File: config.mk
export PLATFORM = sky130hd
export DESIGN_NAME = pe_conv_engine_flat
export DESIGN_NICKNAME = d
export VERILOG_FILES = /design/src/rtl/pe_conv_engine_pkg.sv /design/src/rtl/pe_conv_engine_if.sv /design/src/rtl/pe_conv_engine_mac_tree.sv /design/src/rtl/pe_conv_engine.sv /design/src/flat_wrapper.sv
export SDC_FILE = /design/constraint.sdc
export NUM_CORES = 1
export LEC_CHECK = 0
export ABC_CLOCK_PERIOD_IN_PS = 5400
export CAP_MARGIN = 20
export CORE_MARGIN = 5
export CORE_UTILIZATION = 40
export CTS_BUF_LIST = sky130_fd_sc_hd__clkbuf_8
export CTS_CLUSTER_SIZE = 25
export DETAILED_ROUTE_END_ITERATION = 12
export HOLD_SLACK_MARGIN = 0.02
export SKIP_CTS_REPAIR_TIMING = 1
export SYNTH_ARGS = -nofsm -noshare
export SYNTH_HDL_FRONTEND = slang
export SYNTH_SLANG_ARGS = --single-unit
export TNS_END_PERCENT = 30
File: constraint.sdc
create_clock -name clk -period 5.4 [get_ports clk]
set_input_delay 0.81 -clock clk [delete_from_list [all_inputs] [get_ports clk]]
set_output_delay 0.81 -clock clk [all_outputs]
set_load 0.02 [all_outputs]
File: src/rtl/pe_conv_engine_pkg.sv
// pe_conv_engine_pkg: state encoding and sizing/quantisation helpers shared by the convolution PE.
package pe_conv_engine_pkg;

   typedef enum logic [2:0] {IDLE, FETCH, FLUSH, STORE, WRITE, DONE} pe_state_e;

   function automatic int out_dim(int img, int k, int stride);
      return (img - k) / stride + 1;
   endfunction

   function automatic int cw(int n);
      return n > 1 ? $clog2(n) : 1;
   endfunction

   // acc arrives already extended to 64 bits; the caller keeps the low res_w bits
   function automatic logic [63:0] quantise(logic [63:0] acc, logic [4:0] shamt, logic relu,
                                            logic sat, bit sgn, int res_w);
      logic signed [63:0] q, hi, lo;
      q = sgn ? $signed(acc) >>> shamt : $signed(acc >> shamt);
      if (relu && q < 0) q = 64'sd0;
      hi = (64'sd1 <<< (sgn ? res_w - 1 : res_w)) - 64'sd1;
      lo = sgn ? -(64'sd1 <<< (res_w - 1)) : 64'sd0;
      if (sat) q = q > hi ? hi : (q < lo ? lo : q);
      return q;
   endfunction

endpackage

File: src/rtl/pe_conv_engine_if.sv
// pe_conv_engine_if: control, buffer-read and output-write signals of the convolution PE.
interface pe_conv_engine_if #(
   parameter int NUM_CH   = 1,
   parameter int IMG_SIZE = 16,
   parameter int K        = 4,
   parameter int DATA_W   = 8,
   parameter int RES_W    = 8,
   parameter int PACK     = 4,
   parameter int ADDR_W   = 8
);
   localparam int IA_W = pe_conv_engine_pkg::cw(IMG_SIZE * IMG_SIZE);
   localparam int FA_W = pe_conv_engine_pkg::cw(K * K);

   logic                     start, relu_en, sat_en;
   logic [4:0]               shamt;
   logic [ADDR_W-1:0]        out_base;
   logic [IA_W-1:0]          img_addr;
   logic [NUM_CH*DATA_W-1:0] img_rdata;
   logic [FA_W-1:0]          flt_addr;
   logic [NUM_CH*DATA_W-1:0] flt_rdata;
   logic                     wr_valid, wr_ready;
   logic [ADDR_W-1:0]        wr_addr;
   logic [PACK*RES_W-1:0]    wr_data;
   logic                     busy, done;

   modport master (
      input  start, relu_en, sat_en, shamt, out_base, img_rdata, flt_rdata, wr_ready,
      output img_addr, flt_addr, wr_valid, wr_addr, wr_data, busy, done
   );

   modport slave (
      output start, relu_en, sat_en, shamt, out_base, img_rdata, flt_rdata, wr_ready,
      input  img_addr, flt_addr, wr_valid, wr_addr, wr_data, busy, done
   );

endinterface

File: src/rtl/pe_conv_engine_mac_tree.sv
// pe_conv_engine_mac_tree: combinational per-channel multiply and cross-channel sum for one filter tap.
module pe_conv_engine_mac_tree #(
   parameter int NUM_CH = 1,
   parameter int DATA_W = 8,
   parameter int SIGNED = 0,
   parameter int SUM_W  = 2 * DATA_W + $clog2(NUM_CH)
) (
   input  logic [NUM_CH*DATA_W-1:0] img,
   input  logic [NUM_CH*DATA_W-1:0] flt,
   output logic [SUM_W-1:0]         sum
);

   // operands are widened before multiplying so the low SUM_W product bits are exact either way
   always_comb begin
      sum = '0;
      for (int c = 0; c < NUM_CH; c++)
         sum = sum + (SIGNED != 0
            ? SUM_W'($signed(img[c*DATA_W +: DATA_W])) * SUM_W'($signed(flt[c*DATA_W +: DATA_W]))
            : SUM_W'(img[c*DATA_W +: DATA_W]) * SUM_W'(flt[c*DATA_W +: DATA_W]));
   end

endmodule

File: src/rtl/pe_conv_engine.sv
// pe_conv_engine: self-sequenced multi-channel KxK convolution with quantisation and packed word output.
module pe_conv_engine
   import pe_conv_engine_pkg::*;
#(
   parameter int NUM_CH   = 1,
   parameter int IMG_SIZE = 16,
   parameter int K        = 4,
   parameter int STRIDE   = 1,
   parameter int DATA_W   = 8,
   parameter int ACC_W    = 32,
   parameter int RES_W    = 8,
   parameter int PACK     = 4,
   parameter int SIGNED   = 0,
   parameter int ADDR_W   = 8
) (
   input  logic             clk,
   input  logic             rst,
   pe_conv_engine_if.master bus
);

   localparam int OD    = out_dim(IMG_SIZE, K, STRIDE);
   localparam int SUM_W = 2 * DATA_W + $clog2(NUM_CH);
   localparam int KW    = cw(K);
   localparam int OW    = cw(OD);
   localparam int LW    = cw(PACK);
   localparam int IA_W  = cw(IMG_SIZE * IMG_SIZE);
   localparam int FA_W  = cw(K * K);

   pe_state_e             state_q, state_d;
   logic [KW-1:0]         kx_q, kx_d, ky_q, ky_d;
   logic [OW-1:0]         ox_q, ox_d, oy_q, oy_d;
   logic [LW-1:0]         lane_q, lane_d;
   logic [ADDR_W-1:0]     word_q, word_d, base_q, base_d;
   logic [ACC_W-1:0]      acc_q, acc_d;
   logic [PACK*RES_W-1:0] pack_q, pack_d;
   logic [4:0]            shamt_q, shamt_d;
   logic                  relu_q, relu_d, sat_q, sat_d, last_q, last_d;
   logic [SUM_W-1:0]      sum;
   logic [ACC_W-1:0]      sum_ext;
   logic [RES_W-1:0]      q_res;
   logic                  kx_end, ky_end, ox_end, oy_end, pix_last, lane_full;

   pe_conv_engine_mac_tree #(.NUM_CH(NUM_CH), .DATA_W(DATA_W), .SIGNED(SIGNED)) u_mac (
      .img(bus.img_rdata),
      .flt(bus.flt_rdata),
      .sum(sum)
   );

   assign sum_ext   = SIGNED != 0 ? ACC_W'($signed(sum)) : ACC_W'(sum);
   assign q_res     = RES_W'(quantise(SIGNED != 0 ? 64'($signed(acc_q)) : 64'(acc_q),
                                      shamt_q, relu_q, sat_q, SIGNED != 0, RES_W));
   assign kx_end    = kx_q == KW'(K - 1);
   assign ky_end    = ky_q == KW'(K - 1);
   assign ox_end    = ox_q == OW'(OD - 1);
   assign oy_end    = oy_q == OW'(OD - 1);
   assign pix_last  = ox_end && oy_end;
   assign lane_full = lane_q == LW'(PACK - 1);

   assign bus.img_addr = IA_W'((int'(oy_q) * STRIDE + int'(ky_q)) * IMG_SIZE + int'(ox_q) * STRIDE + int'(kx_q));
   assign bus.flt_addr = FA_W'(int'(ky_q) * K + int'(kx_q));
   assign bus.wr_valid = state_q == WRITE;
   assign bus.wr_addr  = base_q + word_q;
   assign bus.wr_data  = pack_q;
   assign bus.busy     = state_q != IDLE;
   assign bus.done     = state_q == DONE;

   always_comb begin
      state_d = state_q;
      kx_d    = kx_q;
      ky_d    = ky_q;
      ox_d    = ox_q;
      oy_d    = oy_q;
      lane_d  = lane_q;
      word_d  = word_q;
      base_d  = base_q;
      acc_d   = acc_q;
      pack_d  = pack_q;
      shamt_d = shamt_q;
      relu_d  = relu_q;
      sat_d   = sat_q;
      last_d  = last_q;
      case (state_q)
         IDLE: if (bus.start) begin
            state_d = FETCH;
            relu_d  = bus.relu_en;
            sat_d   = bus.sat_en;
            shamt_d = bus.shamt;
            base_d  = bus.out_base;
            kx_d    = '0;
            ky_d    = '0;
            ox_d    = '0;
            oy_d    = '0;
            lane_d  = '0;
            word_d  = '0;
            pack_d  = '0;
            last_d  = 1'b0;
         end
         // read data trails the address by one cycle, so tap 0 clears and later taps add their predecessor
         FETCH: begin
            acc_d   = (kx_q == '0 && ky_q == '0) ? '0 : acc_q + sum_ext;
            kx_d    = kx_end ? '0 : kx_q + KW'(1);
            ky_d    = kx_end ? (ky_end ? '0 : ky_q + KW'(1)) : ky_q;
            state_d = (kx_end && ky_end) ? FLUSH : FETCH;
         end
         FLUSH: begin
            acc_d   = acc_q + sum_ext;
            state_d = STORE;
         end
         STORE: begin
            pack_d[lane_q*RES_W +: RES_W] = q_res;
            last_d  = pix_last;
            ox_d    = pix_last ? ox_q : (ox_end ? '0 : ox_q + OW'(1));
            oy_d    = (pix_last || !ox_end) ? oy_q : oy_q + OW'(1);
            state_d = (lane_full || pix_last) ? WRITE : FETCH;
            lane_d  = (lane_full || pix_last) ? lane_q : lane_q + LW'(1);
         end
         WRITE: if (bus.wr_ready) begin
            pack_d  = '0;
            lane_d  = '0;
            word_d  = word_q + ADDR_W'(1);
            state_d = last_q ? DONE : FETCH;
         end
         DONE: state_d = IDLE;
         default: state_d = IDLE;
      endcase
   end

   always_ff @(posedge clk) begin
      if (!rst) begin
         state_q <= IDLE;
         kx_q    <= '0;
         ky_q    <= '0;
         ox_q    <= '0;
         oy_q    <= '0;
         lane_q  <= '0;
         word_q  <= '0;
         base_q  <= '0;
         acc_q   <= '0;
         pack_q  <= '0;
         shamt_q <= '0;
         relu_q  <= 1'b0;
         sat_q   <= 1'b0;
         last_q  <= 1'b0;
      end else begin
         state_q <= state_d;
         kx_q    <= kx_d;
         ky_q    <= ky_d;
         ox_q    <= ox_d;
         oy_q    <= oy_d;
         lane_q  <= lane_d;
         word_q  <= word_d;
         base_q  <= base_d;
         acc_q   <= acc_d;
         pack_q  <= pack_d;
         shamt_q <= shamt_d;
         relu_q  <= relu_d;
         sat_q   <= sat_d;
         last_q  <= last_d;
      end
   end

endmodule

File: src/flat_wrapper.sv
// flat-port wrapper written by rule: the top's interface ports become plain ports
module pe_conv_engine_flat import pe_conv_engine_pkg::*;
#(
   parameter int NUM_CH   = 1,
   parameter int IMG_SIZE = 16,
   parameter int K        = 4,
   parameter int STRIDE   = 1,
   parameter int DATA_W   = 8,
   parameter int ACC_W    = 32,
   parameter int RES_W    = 8,
   parameter int PACK     = 4,
   parameter int SIGNED   = 0,
   parameter int ADDR_W   = 8
)
  (clk, rst, bus_start, bus_relu_en, bus_sat_en, bus_shamt, bus_out_base, bus_img_rdata, bus_flt_rdata, bus_wr_ready, bus_img_addr, bus_flt_addr, bus_wr_valid, bus_wr_addr, bus_wr_data, bus_busy, bus_done);
  pe_conv_engine_if #(.NUM_CH(NUM_CH), .IMG_SIZE(IMG_SIZE), .K(K), .DATA_W(DATA_W), .RES_W(RES_W), .PACK(PACK), .ADDR_W(ADDR_W)) bus_i ();
  input  logic clk;
  input  logic rst;
  input wire logic [$bits(bus_i.start)-1:0] bus_start;
  input wire logic [$bits(bus_i.relu_en)-1:0] bus_relu_en;
  input wire logic [$bits(bus_i.sat_en)-1:0] bus_sat_en;
  input wire logic [$bits(bus_i.shamt)-1:0] bus_shamt;
  input wire logic [$bits(bus_i.out_base)-1:0] bus_out_base;
  input wire logic [$bits(bus_i.img_rdata)-1:0] bus_img_rdata;
  input wire logic [$bits(bus_i.flt_rdata)-1:0] bus_flt_rdata;
  input wire logic [$bits(bus_i.wr_ready)-1:0] bus_wr_ready;
  output wire logic [$bits(bus_i.img_addr)-1:0] bus_img_addr;
  output wire logic [$bits(bus_i.flt_addr)-1:0] bus_flt_addr;
  output wire logic [$bits(bus_i.wr_valid)-1:0] bus_wr_valid;
  output wire logic [$bits(bus_i.wr_addr)-1:0] bus_wr_addr;
  output wire logic [$bits(bus_i.wr_data)-1:0] bus_wr_data;
  output wire logic [$bits(bus_i.busy)-1:0] bus_busy;
  output wire logic [$bits(bus_i.done)-1:0] bus_done;
  assign bus_i.start = bus_start;
  assign bus_i.relu_en = bus_relu_en;
  assign bus_i.sat_en = bus_sat_en;
  assign bus_i.shamt = bus_shamt;
  assign bus_i.out_base = bus_out_base;
  assign bus_i.img_rdata = bus_img_rdata;
  assign bus_i.flt_rdata = bus_flt_rdata;
  assign bus_i.wr_ready = bus_wr_ready;
  assign bus_img_addr = bus_i.img_addr;
  assign bus_flt_addr = bus_i.flt_addr;
  assign bus_wr_valid = bus_i.wr_valid;
  assign bus_wr_addr = bus_i.wr_addr;
  assign bus_wr_data = bus_i.wr_data;
  assign bus_busy = bus_i.busy;
  assign bus_done = bus_i.done;
  pe_conv_engine #(.NUM_CH(NUM_CH), .IMG_SIZE(IMG_SIZE), .K(K), .STRIDE(STRIDE), .DATA_W(DATA_W), .ACC_W(ACC_W), .RES_W(RES_W), .PACK(PACK), .SIGNED(SIGNED), .ADDR_W(ADDR_W)) u_core (.clk(clk), .rst(rst), .bus(bus_i));
endmodule
==> reports/results.ini <==
[worst_setup_path]
cp_cell_sequence = clkdlybuf4s50_1, nand2_1, fa_1, inv_1, fa_1, fa_1, inv_1, fa_1, inv_1, ha_1, o21a_1, o22ai_1, or4b_4, a21oi_4, buf_4, nor2_1, or3_1, a21oi_1
rr_worst_depth = 17
r2r-end = u_core.acc_q[30]
critPathSlowestCell = clkdlybuf4s50_1
arrival_ns = 5.51
path_max_fanout = 6
crit_path_start_kind = primary input
cp_slowest_stage_delay_ns = 0.58
r2r_setup_slack_ns = 0.76
required_ns = 5.73
crit_family = adder cells
critPathMostFrequentCell = fa_1
end_kind = register
worstPathBufferInverterCount = 5
r2r_start = u_core.acc_q[7]
crit_type = in2reg

[floorplan]
die_x_um = 164
pin_count = 90
initial_core_util = 0.405
die_h_um = 164
core_area_um2 = 23400
rows = 56
dieArea_um2 = 26900

[min_path]
min_to = u_core.bus.wr_data[24]
hold_class = reg2reg
hold_depth = 2
hold_path_startpoint = u_core.bus.wr_data[24]

[placed_design]
port-buffer-count = 88
hpwl_um = 18500
place_area_um2 = 10900
pre_cts_slack_ns = -0.423
gp_congestion = 0.884
placedCellCount = 1507

[final_layout]
drive_gt1_frac = 0.107
fin_area_um2 = 11100
final_nets = 1353
num_antenna_cells = 0
syn_to_final_growth_pct = 17.4
fin_cells = 1523

[synthesis]
synthCells = 1106
ys_warn_count = 0
synth_fp_nets = 1259
synth_top_area_cell = dfxtp_1
synth_edf_count = 0
async_reset_ff_frac = 0
syn_avg_cell_area_um2 = 8.57
syn_area_um2 = 9480
synthDistinctLibCells = 69
yosysTopAreaCellShare = 0.220
synth-main-ff-cell = dfxtp_1
ys_ff_latch = 104
seq_area_frac_synth = 0.220
yosys-top-cells-area = dfxtp_1 22%, fa_1 11%, ha_1 8.6%

[timing]
maxSlewViolCount = 0
finalHoldViolCount = 0
worstMarginPinSlew_ns = 0.907
max_freq_mhz = 193
period_share = 0.959
post-route-min-period_ns = 5.18
fin_skew_ns = 0.0179
max-slew-margin-rel = 0.391
setup_viol = 0
rsz0062_at_grt = false
holdWs_ns = 0.462
fin_ws_ns = 0.220

[status]
run_status = completed

[global_routing]
grt_pass1_wl_um = 39600
globalRouteTotalUtil = 0.179
antenna_found_initial = 0
grt_max_degree = 43
grt_overflow = 0
grt_pass1_vias = 7772

[job]
cap_violations = 0

[route]
wl_per_cell_um = 15.7
vias_per_cell = 5.24
route.detailed.drc = 0
drtPass1Iterations = 6
ant_nets = 0
vias = 7981
routed_wl_um = 23900
drt-initial-drc-count = 471

[cts]
clockBufferDepth = 2
cts_made_buffers = 9
tritoncts = yes
cts.sinks = 104
insertion_delay_ns = 0.40
clkSlewWorstSetupHoldPaths_ns = 0.12
clock-root-buffer = clkbuf_8
cts-htree-levels = 3

[power_and_ir_drop]
p_total_mw = 2.64
ir_worst_vdd_mv = 0.134
p_leak_nw = 4.66
powerDensity_nw_per_um2 = 237

[layout by cell type (no fill, tap or decap), drive strengths merged, types with 23 or more instances in the layout]
master	instances
nand2	145
inv	128
dfxtp	104
clkdlybuf4s50	75
ha	65
nor2	61
fa	53
buf	50
and2	45
a21oi	41
o21ai	41
o31ai	33
mux4	30
nor2b	26
nand3	24
xnor2	23
[tightest hold or removal path: stages (launching register included)]
cell and delay [ns]:
dfxtp_1 0.34, nand2_1 0.05, o31ai_1 0.05
[synth_stat cells (5+ instances only)]
master and number:
o21ai_0 39, o31ai_1 33, buf_2 6, nand2b_1 8, xnor2_1 23, and2_1 45, a21o_1 11, mux2i_1 20
mux2_2 8, inv_1 124, fa_1 53, dfxtp_1 104, nand4_1 11, o22ai_1 8, and3_1 8, nor2_1 61
nor3b_1 6, nor3_1 14, mux4_2 30, nand2_1 145, xor2_1 20, a21oi_1 41, a31oi_1 5, o21bai_1 8
a21boi_0 17, o211ai_1 10, a211oi_2 5, clkbuf_1 41, a22oi_1 13, nand3_1 24, a32oi_1 5, ha_1 65
nor2b_1 26
[cell families after synthesis]
group	Yosys count	synth area share
simple gates	376	0.194
compound gates	224	0.170
buf+inv	183	0.0772
fa+ha+maj	118	0.198
flops	104	0.220
mux	58	0.102
xor+xnor	43	0.0397
[worst max path at each step]
| stage | cells past startpoint | slack [ns] | endpoint | start |
|---|---|---|---|---|
| 3_3_place_gp | 18 | -0.39 | u_core.acc_q[30] | bus_img_rdata[3] |
| 4_1_cts | 18 | -0.007 | u_core.acc_q[30] | bus_flt_rdata[6] |
| 3_5_place_dp | 18 | -0.42 | u_core.acc_q[30] | bus_flt_rdata[6] |
| 2_1_floorplan | 17 | 0.13 | u_core.acc_q[26] | bus_flt_rdata[1] |
| 6_report | 18 | 0.22 | u_core.acc_q[30] | bus_flt_rdata[2] |
| 5_1_grt | 18 | 0.01 | u_core.acc_q[30] | bus_flt_rdata[2] |
[registers in the layout, summed over array words and instances, names as in the netlist]
| signal | cells |
|---|---|
| u_core.state_q | 3 |
| u_core.ky_q | 2 |
| u_core.ox_q | 4 |
| u_core.acc_q | 32 |
| u_core.shamt_q | 5 |
| u_core.lane_q | 2 |
| u_core.sat_q | 1 |
| u_core.last_q | 1 |
| u_core.oy_q | 4 |
| u_core.bus.wr_data | 32 |
| u_core.word_q | 8 |
| u_core.kx_q | 2 |
| u_core.base_q | 8 |
[final cells by class]
| cell class | instances | area [µm²] |
|---|---|---|
| flip-flops and latches | 104 | 2080 |
| fillers | 2302 | 12300 |
| well taps | 319 | 399 |
| repair buffers | 138 | 1300 |
| clock inverters | 6 | 53.8 |
| clock buffers | 9 | 124 |
| inverters | 128 | 480 |
| multi-input cells | 819 | 6690 |
[power by group]
part           leakage (nW)  internal, mW  switching (mW)
logic                  3.73         0.663           0.676
registers             0.841         0.784          0.0353
clock network        0.0882         0.174           0.305
total                  4.66          1.62            1.02
[routing by layer]
metal  part of all wire  vias up  global-route usage
li1                   -     4006                   -
met1               0.48     3774               0.250
met2               0.47      179               0.298
met3              0.042       22              0.0196
met4              0.013        0              0.0450
met5                  0        -                   0
[stage by stage]
stage                      util  setup TNS (ns)
after floorplan               -               0
after global placement    0.465           -3.50
after detailed placement  0.465           -3.97
after CTS                 0.473        -0.00658
after global routing      0.476               0
final                     0.476               0
No activity file was read; power rests on OpenSTA's default activity.
